File: config.mk
export PLATFORM = sky130hd
export DESIGN_NAME = sdnet_to_mtpsa
export DESIGN_NICKNAME = d
export VERILOG_FILES = /design/src/rtl/sume_tuple_pkg.sv /design/src/rtl/tuple_fifo.sv /design/src/rtl/sdnet_to_mtpsa.sv
export SDC_FILE = /design/constraint.sdc
export NUM_CORES = 2
export LEC_CHECK = 0
export ABC_CLOCK_PERIOD_IN_PS = 41700
export CAP_MARGIN = 15
export CORE_AREA = 2 2 455 457
export CTS_CLUSTER_DIAMETER = 60
export DETAILED_ROUTE_END_ITERATION = 16
export DIE_AREA = 0 0 457 459
export DONT_BUFFER_PORTS = 1
export PLACE_DENSITY = 0.64
export SLEW_MARGIN = 10
export SYNTH_ARGS = -nofsm -noshare
export SYNTH_HDL_FRONTEND = slang
export SYNTH_HIERARCHICAL = 1
export SYNTH_SLANG_ARGS = --single-unit
File: constraint.sdc
create_clock -name axis_aclk -period 41.7 [get_ports axis_aclk]
set_input_delay 10.425 -clock axis_aclk [delete_from_list [all_inputs] [get_ports axis_aclk]]
set_output_delay 10.425 -clock axis_aclk [all_outputs]
set_load 0.005 [all_outputs]
File: src/rtl/sume_tuple_pkg.sv
// Tuple widths, metadata field layout and packet-state encoding shared by the
// SUME <-> SDNet tuple alignment blocks.
package sume_tuple_pkg;

  localparam int TUPLE_WIDTH  = 40;
  localparam int DIGEST_WIDTH = 256;

  localparam int PKT_LEN_LSB  = 0;
  localparam int PKT_LEN_MSB  = 15;
  localparam int SRC_PORT_LSB = 16;
  localparam int SRC_PORT_MSB = 23;
  localparam int DST_PORT_LSB = 24;
  localparam int DST_PORT_MSB = 31;
  localparam int SEND_DIG_LSB = 32;
  localparam int SEND_DIG_MSB = 39;

  typedef enum logic {
    PKT_IDLE = 1'b0,
    PKT_BODY = 1'b1
  } pkt_state_e;

  function automatic logic [15:0] meta_pkt_len(input logic [TUPLE_WIDTH-1:0] meta);
    return meta[PKT_LEN_MSB:PKT_LEN_LSB];
  endfunction

endpackage

File: src/rtl/tuple_fifo.sv
// Register-based first-word-fall-through queue. Pointers carry an extra MSB so
// full and empty are distinguishable; a push into a full queue is accepted only
// when a pop happens in the same cycle.
module tuple_fifo #(
  parameter int WIDTH = 296,
  parameter int DEPTH = 8,
  localparam int AW   = $clog2(DEPTH)
) (
  input  logic             clk,
  input  logic             rst_n,
  input  logic             push,
  input  logic [WIDTH-1:0] push_data,
  input  logic             pop,
  output logic [WIDTH-1:0] head,
  output logic             empty,
  output logic             full,
  output logic [AW:0]      level
);

  logic [WIDTH-1:0] mem [DEPTH];
  logic [AW:0]      wr_q, wr_d;
  logic [AW:0]      rd_q, rd_d;
  logic             do_push;
  logic             do_pop;

  assign empty = (wr_q == rd_q);
  assign full  = (wr_q[AW] != rd_q[AW]) && (wr_q[AW-1:0] == rd_q[AW-1:0]);
  assign level = wr_q - rd_q;

  // Head is forced to zero when empty so stale storage never leaks out.
  assign head  = empty ? '0 : mem[rd_q[AW-1:0]];

  always_comb begin
    do_pop  = pop & ~empty;
    do_push = push & (~full | do_pop);
    wr_d    = wr_q;
    rd_d    = rd_q;
    if (do_push) wr_d = wr_q + 1'b1;
    if (do_pop)  rd_d = rd_q + 1'b1;
  end

  always_ff @(posedge clk or negedge rst_n) begin
    if (!rst_n) begin
      wr_q <= '0;
      rd_q <= '0;
    end else begin
      wr_q <= wr_d;
      rd_q <= rd_d;
    end
  end

  always_ff @(posedge clk) begin
    if (do_push) mem[wr_q[AW-1:0]] <= push_data;
  end

endmodule

File: src/rtl/sdnet_to_mtpsa.sv
// Attaches the queued {digest, metadata} tuple from SDNet to the first beat of
// the matching egress packet; later beats carry zero tuser.
module sdnet_to_mtpsa #(
  parameter int C_AXIS_DATA_WIDTH = 256,
  parameter int TUPLE_WIDTH       = sume_tuple_pkg::TUPLE_WIDTH,
  parameter int DIGEST_WIDTH      = sume_tuple_pkg::DIGEST_WIDTH,
  parameter int FIFO_DEPTH        = 8,
  localparam int USER_W           = DIGEST_WIDTH + TUPLE_WIDTH,
  localparam int LVL_W            = $clog2(FIFO_DEPTH) + 1
) (
  input  logic                           axis_aclk,
  input  logic                           axis_resetn,
  input  logic [C_AXIS_DATA_WIDTH-1:0]   s_axis_tdata,
  input  logic [C_AXIS_DATA_WIDTH/8-1:0] s_axis_tkeep,
  input  logic                           s_axis_tvalid,
  input  logic                           s_axis_tlast,
  output logic                           s_axis_tready,
  input  logic                           tuple_in_valid,
  input  logic [TUPLE_WIDTH-1:0]         tuple_in_data,
  input  logic [DIGEST_WIDTH-1:0]        digest_in_data,
  output logic [C_AXIS_DATA_WIDTH-1:0]   m_axis_tdata,
  output logic [C_AXIS_DATA_WIDTH/8-1:0] m_axis_tkeep,
  output logic                           m_axis_tlast,
  output logic                           m_axis_tvalid,
  input  logic                           m_axis_tready,
  output logic [USER_W-1:0]              m_axis_tuser,
  output logic                           tuple_overflow,
  output logic [LVL_W-1:0]               tuple_level
);

  import sume_tuple_pkg::*;

  pkt_state_e        state_q, state_d;
  logic              overflow_q, overflow_d;
  logic              fifo_pop;
  logic              fifo_empty;
  logic              fifo_full;
  logic [USER_W-1:0] fifo_head;

  tuple_fifo #(
    .WIDTH (USER_W),
    .DEPTH (FIFO_DEPTH)
  ) u_tuple_fifo (
    .clk       (axis_aclk),
    .rst_n     (axis_resetn),
    .push      (tuple_in_valid),
    .push_data ({digest_in_data, tuple_in_data}),
    .pop       (fifo_pop),
    .head      (fifo_head),
    .empty     (fifo_empty),
    .full      (fifo_full),
    .level     (tuple_level)
  );

  assign m_axis_tdata   = s_axis_tdata;
  assign m_axis_tkeep   = s_axis_tkeep;
  assign m_axis_tlast   = s_axis_tlast;
  assign tuple_overflow = overflow_q;

  always_comb begin
    state_d       = state_q;
    fifo_pop      = 1'b0;
    m_axis_tvalid = 1'b0;
    s_axis_tready = 1'b0;
    m_axis_tuser  = '0;
    case (state_q)
      PKT_IDLE: begin
        // A first beat waits until its tuple is at the head of the queue.
        m_axis_tvalid = s_axis_tvalid & ~fifo_empty;
        s_axis_tready = m_axis_tready & ~fifo_empty;
        m_axis_tuser  = fifo_head;
        fifo_pop      = s_axis_tvalid & m_axis_tready & ~fifo_empty;
        if (fifo_pop && !s_axis_tlast) state_d = PKT_BODY;
      end
      PKT_BODY: begin
        m_axis_tvalid = s_axis_tvalid;
        s_axis_tready = m_axis_tready;
        if (s_axis_tvalid && m_axis_tready && s_axis_tlast) state_d = PKT_IDLE;
      end
      default: state_d = PKT_IDLE;
    endcase
    overflow_d = overflow_q | (tuple_in_valid & fifo_full & ~fifo_pop);
  end

  always_ff @(posedge axis_aclk or negedge axis_resetn) begin
    if (!axis_resetn) begin
      state_q    <= PKT_IDLE;
      overflow_q <= 1'b0;
    end else begin
      state_q    <= state_d;
      overflow_q <= overflow_d;
    end
  end

endmodule

## Word level (Yosys, flattened, before mapping)

Memories as Yosys holds them, arrays and structs flattened.
Cells that the tools add are included.

- Register bits after elaboration: 10
- RAM bits: 2368
- Input port bits: 590
- Memories kept: 1

- Add/subtract/negate cells: 3
- Equality and inequality tests: 3
- Muxes and demuxes: 10
- Bitwise gates (word level): 14
- Reduce and logical (&&, ||, !) cells: 5

Memories:

| name | depth | width | read ports | clocked after Yosys merged registers in | write ports | RTL line | RTL |
|---|---|---|---|---|---|---|---|
| u_tuple_fifo.mem | 8 | 296 | 1 | 0 | 1 | tuple_fifo.sv:20 | `logic [WIDTH-1:0] mem [DEPTH];` |

Operators with widths:

| operator | number |
|---|---|
| $mux 296 | 2 |
| $add 4x1->4 const B | 2 |
| $and 1x1->1 | 8 |
| $pmux 1 s2 | 3 |
| $mux 1 | 5 |
| $eq 4x4->1 | 1 |
| $logic_and 1x1->1 | 4 |
| $not 1->1 | 4 |
| $sub 4x4->4 | 1 |
| $eq 3x3->1 | 1 |
| $or 1x1->1 | 2 |
| $logic_not 1->1 | 1 |
| $ne 1x1->1 | 1 |

## Logic depth before layout (Yosys ltp)

- Depth after elaboration: 9
- Gate-level depth with buffers: 11

## Hierarchy

Netlist, hierarchy kept.

Modules (own cells, without submodules):

| module | instances | cells each | area each (um2) | sequential area each (um2) |
|---|---|---|---|---|
| tuple_fifo | 1 | 4796 | 91748.0 | 71308.4 |
| sdnet_to_mtpsa | 1 | 629 | 4451.8 | 50.0 |

## Worst setup path after synthesis

Ideal clock, no wire load.

- Kind: input-to-reg
- Start: in m_axis_tready
- End: mem u_tuple_fifo.mem[0][0], enable pin
- Arrival: 30852 ps
- Setup slack: 9533 ps
- Stages on the path: 5
- Cell sequence: nand4bb_1 > inv_1 > or3_1 > nand3b_1 > nor3_1

- Word-level cells in the longest chain between the ends: 8

RTL lines:

| element | RTL line | RTL |
|---|---|---|
| from (decl) | sdnet_to_mtpsa.sv:25 | `input logic m_axis_tready,` |
| $and 1x1->1 (2 in a row) | sdnet_to_mtpsa.sv:72 | `fifo_pop = s_axis_tvalid & m_axis_tready & ~fifo_empty;` |
| $mux 1 | sdnet_to_mtpsa.sv:66 | `case (state_q)` |
| net fifo_pop | sdnet_to_mtpsa.sv:35 | `logic fifo_pop;` |
| $and 1x1->1 | tuple_fifo.sv:34 | `do_pop = pop & ~empty;` |
| $or 1x1->1 | tuple_fifo.sv:35 | `do_push = push & (~full \| do_pop);` |
| $and 1x1->1 | tuple_fifo.sv:35 |  |
| $mux 1 | tuple_fifo.sv:53 | `if (do_push) mem[wr_q[AW-1:0]] <= push_data;` |
| $mux 1 (not written as such) | tuple_fifo.sv:53 |  |
| to (decl) | tuple_fifo.sv:20 |  |

The timed path passes the listed nets, and every way through them passes these cells.

## Worst setup path after layout

- Start: in s_axis_tvalid
- End: out m_axis_tvalid

- Word-level cells in the longest chain between the ends: 2

RTL lines:

| element | RTL line | RTL |
|---|---|---|
| from (decl) | sdnet_to_mtpsa.sv:15 | `input logic s_axis_tvalid,` |
| $and 1x1->1 | sdnet_to_mtpsa.sv:69 | `m_axis_tvalid = s_axis_tvalid & ~fifo_empty;` |
| $pmux 1 s2 * | sdnet_to_mtpsa.sv:66 |  |
| to (decl) | sdnet_to_mtpsa.sv:24 | `output logic m_axis_tvalid,` |

Every way passes the cells marked *; elsewhere a longest branch is shown, timed or not.

==> qor.csv <==
metric,value,unit
status,finished clean,
grt_first_pass_wirelength,401,mm
crit_type,input port to output port,
synth-seq-cells,2378,
crit_family,simple AND/OR/NAND/NOR gates,
wl_per_cell,37.3,um
layout_common_cells,"2368 x edfxtp_1, 1184 x mux2i_1, 301 x nand2_1",
power.leakage,36.3,nW
finalSetupViolations,0,
total_power,7.65,mW
slew_headroom,0.172,
start_kind,input port,
worst_ep_required_time,31280,ps
syn_nets,6021,
routed_wl,300,mm
yosys.area.top_type_share,0.739,
peakVddDrop,82.2,uV
multiInputGateArea,20700,sq um
drc,0,
max_freq,47.7,MHz
synthesis.area,96200,sq um
coreArea,206000,sq um
fin_skew,56.0,ps
area_delta_synth_final,8.06,%
ios,1182,
postCtsSetupRepairBufs,0,
postRouteAntennaNets,0,
cts.clk_slew.worst_paths,60,ps
synthTopCellsByArea,"edfxtp_1 74%, mux2i_1 12%, buf_4 2.8%",
end_kind,output port,
vias_per_cell,5.97,
syn_avg_cell_area,17.7,sq um
fillerInstances,16549,
cp_data_arrival_time,10560,ps
crit_buf_inv,0,
drt_iter0_drc,4305,
place_ws,20720,ps
fin_tns_setup,0,ps
hold_viol,0,
period_share,0.503,
syn_inst,5425,
nets,5733,
clk_latency,890,ps
cts-htree-levels,4,
crit_path_start,s_axis_tvalid,
clock-sinks,2378,
seq_area,71400,sq um
worstPathCellList,and2_1,
vias,47975,
cts_buffers,236,
cts_resized,0,
hp-start,tuple_overflow,
cts_buffer_depth,3,
crit_path_top_delay_cell,and2_1,
grt_pass1_vias,46290,
core.rowCount,167,
fp.dieH,459,um
slew_viol_final,0,
start_util,0.468,
rr_startpoint,u_tuple_fifo/rd_q[0],
period_needed,20980,ps
drive_gt1_frac,0.100,
portBuffers,0,
grt_max_degree,139,
hold_buffers,0,
hold_class,flop to flop,
track_usage,0.278,
tightestPinTransition,1240,ps
antenna_found_initial,3,
drt_pass1_iterations,6,
cts_tree,yes,
root_buffer,clkbuf_16,
synth_area_leader_cell,edfxtp_1,
rsz0062_at_grt,no,
final_common_cell,edfxtp_1,
place_congestion,1.01,
cpPeakStageDelay,130,ps
yosys_warnings,6,
die_area,210000,sq um
ys_types,37,
maxCapViolations,0,
powerDensity,73.6,nW/um^2
ys_seq_area_frac,0.742,
overflow,0,
path_max_fanout,4,
setup_ws,20720,ps
hpwl,198,mm
chipWidth,457,um
cell families after synthesis:
family	after synthesis	share of synthesized area
AOI/OAI and AO/OA	597	0.0570
xor gates and xnor gates	9	0.000898
adders and majority gates	6	0.000858
buffers and inverters	627	0.0436
DFF	2378	0.742
muxes	1186	0.123
and+or+nand+nor	622	0.0325
area by class of cell:
| class | instances | share of cell area |
|---|---|---|
| Multi-Input combinational cell | 2420 | 0.199 |
| Clock buffer | 284 | 0.0587 |
| Timing Repair Buffer | 91 | 0.00874 |
| Tap cell | 2704 | 0.0325 |
| Inverter | 10 | 0.000361 |
| Sequential cell | 2378 | 0.687 |
| Clock inverter | 150 | 0.0136 |
| Antenna cell | 4 | 0.0000963 |
power breakdown:
part	total (mW)	internal, mW	switching, mW
combinational	2.48	0.879	1.61
sequential	3.10	3.02	0.0819
clock	2.07	1.17	0.900
cell usage after synthesis, drive strengths merged:
cell,instances
inv,10
nand3,3
dfrtp,10
mux2,2
a221oi,296
a21oi,1
o311ai,1
edfxtp,2368
fa,1
nand3b,2
a21o,1
nand4,2
or3,1
nand2,301
nor2,9
ha,5
nand4bb,1
mux2i,1184
a22oi,296
nand2b,1
xnor2,8
a32oi,1
and2,3
xor2,1
a31o,1
nor2b,297
clkbuf,78
nor3,2
buf,539
final timing paths:
kind,depth (start not counted),to,slack [ps]
worst max-delay path,1,m_axis_tvalid,20720
worst min-delay path,1,tuple_overflow,510
worst max register to register,12,u_tuple_fifo/mem[0][81],35720
worst min register to register,1,tuple_overflow,510
max in group asynchronous,0,u_tuple_fifo/rd_q[0],32390
min in group asynchronous,0,u_tuple_fifo/wr_q[2],9230
sequential cells by signal, summed over array words and instances (netlist names):
register           flops
u_tuple_fifo/mem    2368
u_tuple_fifo/rd_q      4
tuple_overflow         1
state_q                1
u_tuple_fifo/wr_q      4
routing by layer:
layer,vias up,wire length (um),GRT usage
li1,20519,-,-
met1,24684,92200,0.269
met2,2299,138000,0.432
met3,467,47600,0.186
met4,6,21400,0.172
met5,-,765,0.0255
per-stage QoR:
stage                     area, sq um  cells   util  hold slack [ps]
after detailed placement        96400   7603  0.469              498
after floorplan                 96200   5425      -              466
final                          104000   8041  0.506              513
after CTS                      104000   8037  0.505              518
after global routing           104000   8038  0.506              539
after global placement          96400   7603  0.469              493
Note: power is estimated with default switching activity, not from simulation.
